**src/rtl/sfx_scheduler_if.sv**
```systemverilog
// Audio sample RAM read port shared between the scheduler and the RAM.
//   ram_addr : registered read address driven by the scheduler
//   ram_data : read data returned by the RAM one clock after ram_addr changes
// master = scheduler side, slave = RAM side.
interface sfx_scheduler_if #(
  parameter int ADDR_W = 14,
  parameter int DATA_W = 16
);
  logic [ADDR_W-1:0] ram_addr;
  logic [DATA_W-1:0] ram_data;

  modport master (output ram_addr, input ram_data);
  modport slave  (input ram_addr, output ram_data);
endinterface

```
**src/rtl/sfx_scheduler.sv**
```systemverilog
// Sound-effect scheduler: arbitrates the shared audio sample RAM between
// NUM_SFX requesters and fetches one sample per codec frame (LRCLK rise).
// Ports:
//   Clk, Reset      : system clock, synchronous active-high reset
//   lrclk           : codec LRCLK (asynchronous, synchronized here)
//   req             : per-effect trigger, rising edge latches a pending bit
//   cfg_start/len   : per-effect start address and length, slice i = effect i
//   enable          : 0 mutes output and parks the sequencer in IDLE
//   ram             : RAM read port (ram_addr out, ram_data in)
//   sample_out      : registered sample to the codec
//   busy, active_id : playing flag and index of the playing effect
//   done, done_id   : one-clock pulse and index when an effect ends
// NUM_SFX must be at least 2 so that the id fields are non-empty.
module sfx_scheduler #(
  parameter int NUM_SFX = 4,
  parameter int ADDR_W  = 14,
  parameter int DATA_W  = 16,
  localparam int ID_W   = $clog2(NUM_SFX)
) (
  input  logic                      Clk,
  input  logic                      Reset,
  input  logic                      lrclk,
  input  logic [NUM_SFX-1:0]        req,
  input  logic [NUM_SFX*ADDR_W-1:0] cfg_start,
  input  logic [NUM_SFX*ADDR_W-1:0] cfg_len,
  input  logic                      enable,
  sfx_scheduler_if.master           ram,
  output logic [DATA_W-1:0]         sample_out,
  output logic                      busy,
  output logic [ID_W-1:0]           active_id,
  output logic                      done,
  output logic [ID_W-1:0]           done_id
);

  typedef enum logic [2:0] {
    S_IDLE,
    S_PLAY,
    S_ADDR,
    S_WAIT,
    S_LATCH
  } state_t;

  state_t state, state_next;

  logic lrclk_s1, lrclk_s2, lrclk_d;
  logic tick;
  logic [NUM_SFX-1:0] req_d, req_rise, pending, grant_mask;
  logic [ADDR_W-1:0] ptr, remaining;

  logic win_found;
  logic [ID_W-1:0] win_id;
  logic [ADDR_W-1:0] sel_start, sel_len;
  logic grant, grant_play;

  assign tick     = lrclk_s2 & ~lrclk_d;
  assign req_rise = req & ~req_d;

  // Lowest-index pending bit wins; scanning downwards lets the lowest index
  // overwrite any higher one found earlier.
  always_comb begin
    win_found = 1'b0;
    win_id    = '0;
    for (int i = NUM_SFX - 1; i >= 0; i--) begin
      if (pending[i]) begin
        win_found = 1'b1;
        win_id    = ID_W'(i);
      end
    end
  end

  assign sel_start = cfg_start[win_id*ADDR_W +: ADDR_W];
  assign sel_len   = cfg_len[win_id*ADDR_W +: ADDR_W];

  // Arbitration happens only on a frame tick while the sequencer is between
  // fetches. The winner takes over when idle, when it outranks the playing
  // effect, or when it is the playing effect itself (restart).
  // A zero-length grant only consumes the pending bit and leaves playback alone.
  assign grant = tick && enable && win_found &&
                 (state == S_IDLE || state == S_PLAY) &&
                 (!busy || win_id <= active_id);
  assign grant_play = grant && (sel_len != '0);
  assign grant_mask = grant ? (NUM_SFX'(1) << win_id) : '0;

  // State register.
  always_ff @(posedge Clk) begin
    if (Reset) state <= S_IDLE;
    else       state <= state_next;
  end

  // Next-state logic: one ADDR/WAIT/LATCH pass per frame, then back to PLAY
  // to wait for the next tick, or to IDLE after the last sample.
  always_comb begin
    state_next = state;
    case (state)
      S_IDLE:  if (grant_play) state_next = S_ADDR;
      S_PLAY:  if (tick) state_next = S_ADDR;
      S_ADDR:  state_next = S_WAIT;
      S_WAIT:  state_next = S_LATCH;
      S_LATCH: state_next = (remaining == '0) ? S_IDLE : S_PLAY;
      default: state_next = S_IDLE;
    endcase
    if (!enable) state_next = S_IDLE;
  end

  // Datapath and registered outputs. Pending bits keep latching even while
  // muted; a request edge in the same cycle as its grant wins over the clear.
  always_ff @(posedge Clk) begin
    if (Reset) begin
      lrclk_s1     <= 1'b0;
      lrclk_s2     <= 1'b0;
      lrclk_d      <= 1'b0;
      req_d        <= '0;
      pending      <= '0;
      ptr          <= '0;
      remaining    <= '0;
      ram.ram_addr <= '0;
      sample_out   <= '0;
      busy         <= 1'b0;
      active_id    <= '0;
      done         <= 1'b0;
      done_id      <= '0;
    end else begin
      lrclk_s1 <= lrclk;
      lrclk_s2 <= lrclk_s1;
      lrclk_d  <= lrclk_s2;
      req_d    <= req;
      pending  <= (pending & ~grant_mask) | req_rise;
      done     <= 1'b0;

      if (!enable) begin
        busy       <= 1'b0;
        active_id  <= '0;
        sample_out <= '0;
      end else begin
        if (grant_play) begin
          ptr       <= sel_start;
          remaining <= sel_len;
          busy      <= 1'b1;
          active_id <= win_id;
        end

        if (tick && state == S_IDLE) sample_out <= '0;

        case (state)
          S_ADDR: begin
            ram.ram_addr <= ptr;
            ptr          <= ptr + ADDR_W'(1);
            remaining    <= remaining - ADDR_W'(1);
          end
          S_LATCH: begin
            sample_out <= ram.ram_data;
            if (remaining == '0) begin
              done      <= 1'b1;
              done_id   <= active_id;
              busy      <= 1'b0;
              active_id <= '0;
            end
          end
          default: ;
        endcase
      end
    end
  end

endmodule

```
**src/flat_wrapper.sv**
```systemverilog
// flat-port wrapper written by rule: the top's interface ports become plain ports
module sfx_scheduler_flat 
#(
  parameter int NUM_SFX = 4,
  parameter int ADDR_W  = 14,
  parameter int DATA_W  = 16,
  localparam int ID_W   = $clog2(NUM_SFX)
)
  (Clk, Reset, lrclk, req, cfg_start, cfg_len, enable, sample_out, busy, active_id, done, done_id, ram_ram_addr, ram_ram_data);
  sfx_scheduler_if #(.ADDR_W(ADDR_W), .DATA_W(DATA_W)) ram_i ();
  input  logic Clk;
  input  logic Reset;
  input  logic lrclk;
  input  logic [NUM_SFX-1:0] req;
  input  logic [NUM_SFX*ADDR_W-1:0] cfg_start;
  input  logic [NUM_SFX*ADDR_W-1:0] cfg_len;
  input  logic enable;
  output logic [DATA_W-1:0] sample_out;
  output logic busy;
  output logic [ID_W-1:0] active_id;
  output logic done;
  output logic [ID_W-1:0] done_id;
  output wire logic [$bits(ram_i.ram_addr)-1:0] ram_ram_addr;
  input wire logic [$bits(ram_i.ram_data)-1:0] ram_ram_data;
  assign ram_ram_addr = ram_i.ram_addr;
  assign ram_i.ram_data = ram_ram_data;
  sfx_scheduler #(.NUM_SFX(NUM_SFX), .ADDR_W(ADDR_W), .DATA_W(DATA_W)) u_core (.Clk(Clk), .Reset(Reset), .lrclk(lrclk), .req(req), .cfg_start(cfg_start), .cfg_len(cfg_len), .enable(enable), .ram(ram_i), .sample_out(sample_out), .busy(busy), .active_id(active_id), .done(done), .done_id(done_id));
endmodule
```
**config.mk**
```make
export PLATFORM = sky130hd
export DESIGN_NAME = sfx_scheduler_flat
export DESIGN_NICKNAME = d
export VERILOG_FILES = /design/src/rtl/sfx_scheduler_if.sv /design/src/rtl/sfx_scheduler.sv /design/src/flat_wrapper.sv
export SDC_FILE = /design/constraint.sdc
export NUM_CORES = 1
export LEC_CHECK = 0
export BUFFER_PORTS_ARGS = -buffer_cell sky130_fd_sc_hd__buf_2
export CAP_MARGIN = 0
export CORE_AREA = 2 2 104 96
export CTS_BUF_LIST = sky130_fd_sc_hd__clkbuf_4 sky130_fd_sc_hd__clkbuf_8
export CTS_CLUSTER_DIAMETER = 100
export DETAILED_ROUTE_END_ITERATION = 10
export DIE_AREA = 0 0 106 98
export PLACE_DENSITY = 0.78
export SYNTH_ARGS = -nofsm -noshare
export SYNTH_HDL_FRONTEND = slang
export SYNTH_SLANG_ARGS = --single-unit
```
**constraint.sdc**
```tcl
create_clock -name Clk -period 3.9 [get_ports Clk]
set_input_delay 0.195 -clock Clk [delete_from_list [all_inputs] [get_ports Clk]]
set_output_delay 0.195 -clock Clk [all_outputs]
set_load 0.01 [all_outputs]
```
==> impl_metrics.toml <==
[synth]
ys_ff_latch = 78
synth_top_family_by_area = "compound AO/OA/AOI/OAI gates"
synth_top_area_share = 0.340
synth_area_mm2 = 0.00460
synthMuxAreaShare = 0.0196
synthAdderAreaFrac = 0.0109
synth_seq_area_share = 0.340
ys_async_sr_fraction = 0
synth_xor_area_frac = 0
synthDistinctLibCells = 61
synthCells = 595
synth_edf_count = 0
synthTopCellsByArea = "dfxtp_1 (34%), o21ai_0 (6.6%), nand2_1 (5.6%)"
avgSynthCellArea_um2 = 7.72
synthSimpleGateAreaFrac = 0.242
ys.flop_type = "dfxtp_1"
yosys_warnings = 0
synth_top_area_cell = "dfxtp_1"
synth_compound_area_frac = 0.336
syn_nets = 735

[min_path]
min-delay-start = "lrclk"
min_path_type = "input port to flip-flop"

[grt]
grt_max_degree = 67
antenna_found_initial = 2
grt_pass1_wl_mm = 24.2
grt_overflow_total = 0
grt_pass1_vias = 4908
grtUsageTotal = 0.284

[clock_network]
clock-sinks = 78
cts_root_buf = "clkbuf_8"
clockBufferDepth = 2
clk_latency_ns = 0.36
htreeDepth = 3
post_cts_buffers = 0
cts.reportedPaths.clkPinSlew_ns = 0.08
cts_tree = "yes"
postCtsHoldBufs = 0
cts_buffers = 9
cts_resized = 0

[worst_setup_path]
worstPathMaxFanout = 18
crit_start = "u_core.pending[1]"
timing.rr.start = "u_core.pending[1]"
crit_required_ns = 4.15
arrival_ns = 3.53
critPathCaptureType = "flip-flop"
crit_path_start_kind = "flip-flop"
criticalPathCategory = "flip-flop to flip-flop"

[finish]
post-route-util = 0.611
layoutNonFillerInstCount = 872
drive_above_1_share = 0.300
ff_latch_area_mm2 = 0.00156
fillCellCount = 890
syn_to_final_growth_pct = 25.0
multiInputGateArea_mm2 = 0.00281
fin_nets = 879
final_area_mm2 = 0.00574

[power]
power_density_mw_per_mm2 = 338
static-leakage-power_nw = 2.32
total_power_mw = 1.94
ir_worst_vdd_v = 0.000265

[detailed_routing]
wl_mm = 15.1
top_layer_used = "met4"
avgRoutedWirePerCell_um = 17.3
dr.pass1.iters = 5
vias = 5294
wl_met1_mm = 6.45
viasPerCell = 6.07
drtIter0Drc = 588
drc = 0
wl_met2_mm = 6.89
drtAntennaViolNets = 0
routed-wl-met3_mm = 1.50

[sta]
min_period_ns = 3.27
hold_slack_ns = 0.0530
skew_ns = 0.0143
fmax_mhz = 306
slew_headroom = 0.269
setup_violations = 0
finalWorstSetupSlack_ns = 0.629
finalCritPeriodShare = 0.839
setup_tns_ns = 0
hold_violations = 0
rsz0062_at_grt = "no"
tightest_slew_ns = 1.09
maxSlewViolCount = 0

[placement]
dp_cells = 854
dp_hpwl_mm = 11.3
dpl_cell_area_mm2 = 0.00551
place.gp.congestion = 0.938
pre_cts_slack_ns = 0.675
io_buffers = 171

[die]
initial_utilization = 0.489
rows = 34
die_width_um = 106
dieArea_mm2 = 0.0104
core_mm2 = 0.00940
io_pins = 172
die-height_um = 98

[run]
max_cap_viol_count = 0

[outcome]
status = "completed"
state kept, by name, summed over array words and instances (netlist names):
register and cells:
u_core.done_id 2, u_core.state 3, u_core.sample_out 16, u_core.lrclk_d 1, u_core.lrclk_s2 1, u_core.remaining 14
u_core.ptr 14, u_core.done 1, u_core.lrclk_s1 1, u_core.active_id 2, u_core.pending 4, u_core.ram.ram_addr 14
u_core.req_d 4, u_core.busy 1
power breakdown:
| part | switching (mW) | internal [mW] | leakage [nW] |
|---|---|---|---|
| Clock | 0.315 | 0.381 | 0.109 |
| Combinational | 0.241 | 0.172 | 1.58 |
| Sequential | 0.0218 | 0.812 | 0.632 |
| Total | 0.578 | 1.37 | 2.32 |
cell type report:
cell class / instances / area share
clock buffer: 10 / 0.0240
sequential: 78 / 0.272
inverter: 7 / 0.00458
antenna: 2 / 0.000871
multi-input combinational: 459 / 0.489
clock inverter: 6 / 0.0161
tap: 126 / 0.0275
timing repair buffer: 184 / 0.166
final timing paths:
path	end	slack [ns]	cells after the start
worst max register to register	u_core.remaining[10]	0.63	10
worst max-delay path	u_core.remaining[10]	0.63	10
worst min register to register	u_core.lrclk_s2	0.45	1
worst min-delay path	u_core.lrclk_s1	0.05	2
cells in the final DEF (no fill, tap or decap), types with 13 or more instances in the layout:
cell type	n
a21oi_1	47
a221oi_1	22
a22oi_1	33
buf_2	171
buf_4	13
dfxtp_1	78
nand2_1	69
nand3_1	13
nor2_1	45
nor2b_1	29
o21ai_0	60
cell usage after synthesis (all sizes together) (7+ instances only):
master,count
nand2,70
mux2i,9
a22oi,33
o31ai,11
o21ai,65
a21oi,47
nor2b,29
or3,9
inv,7
nor2,46
clkbuf,40
nand3,13
dfxtp,78
buf,11
a221oi,30
nor3b,7
nor3,10
nand2b,7
metal layers:
| metal | up-vias | track usage |
|---|---|---|
| met4 | 0 | 0.0921 |
| met5 | - | 0 |
| li1 | 2520 | - |
| met2 | 281 | 0.469 |
| met1 | 2463 | 0.375 |
| met3 | 30 | 0.0574 |
worst max-delay path, stage by stage, from the launching register on:
cell	delay [ns]
dfxtp_1	0.67
or2_0	0.40
nor2_1	0.13
ha_1	0.31
nor2b_1	0.13
o211ai_1	0.15
o311ai_0	0.31
inv_1	0.22
o31a_1	0.34
nor2_2	0.17
o31ai_1	0.33
kinds of logic (layout without fill, tap and decap cells):
| group | count (synthesis) | in the layout |
|---|---|---|
| and+or+nand+nor | 221 | 221 |
| DFF | 78 | 78 |
| buffers and inverters | 58 | 207 |
| AOI/OAI and AO/OA | 225 | 225 |
| muxes | 9 | 9 |
| adders and majority gates | 4 | 4 |
| other | 0 | 2 |
Power figures use the tool's default switching activity.
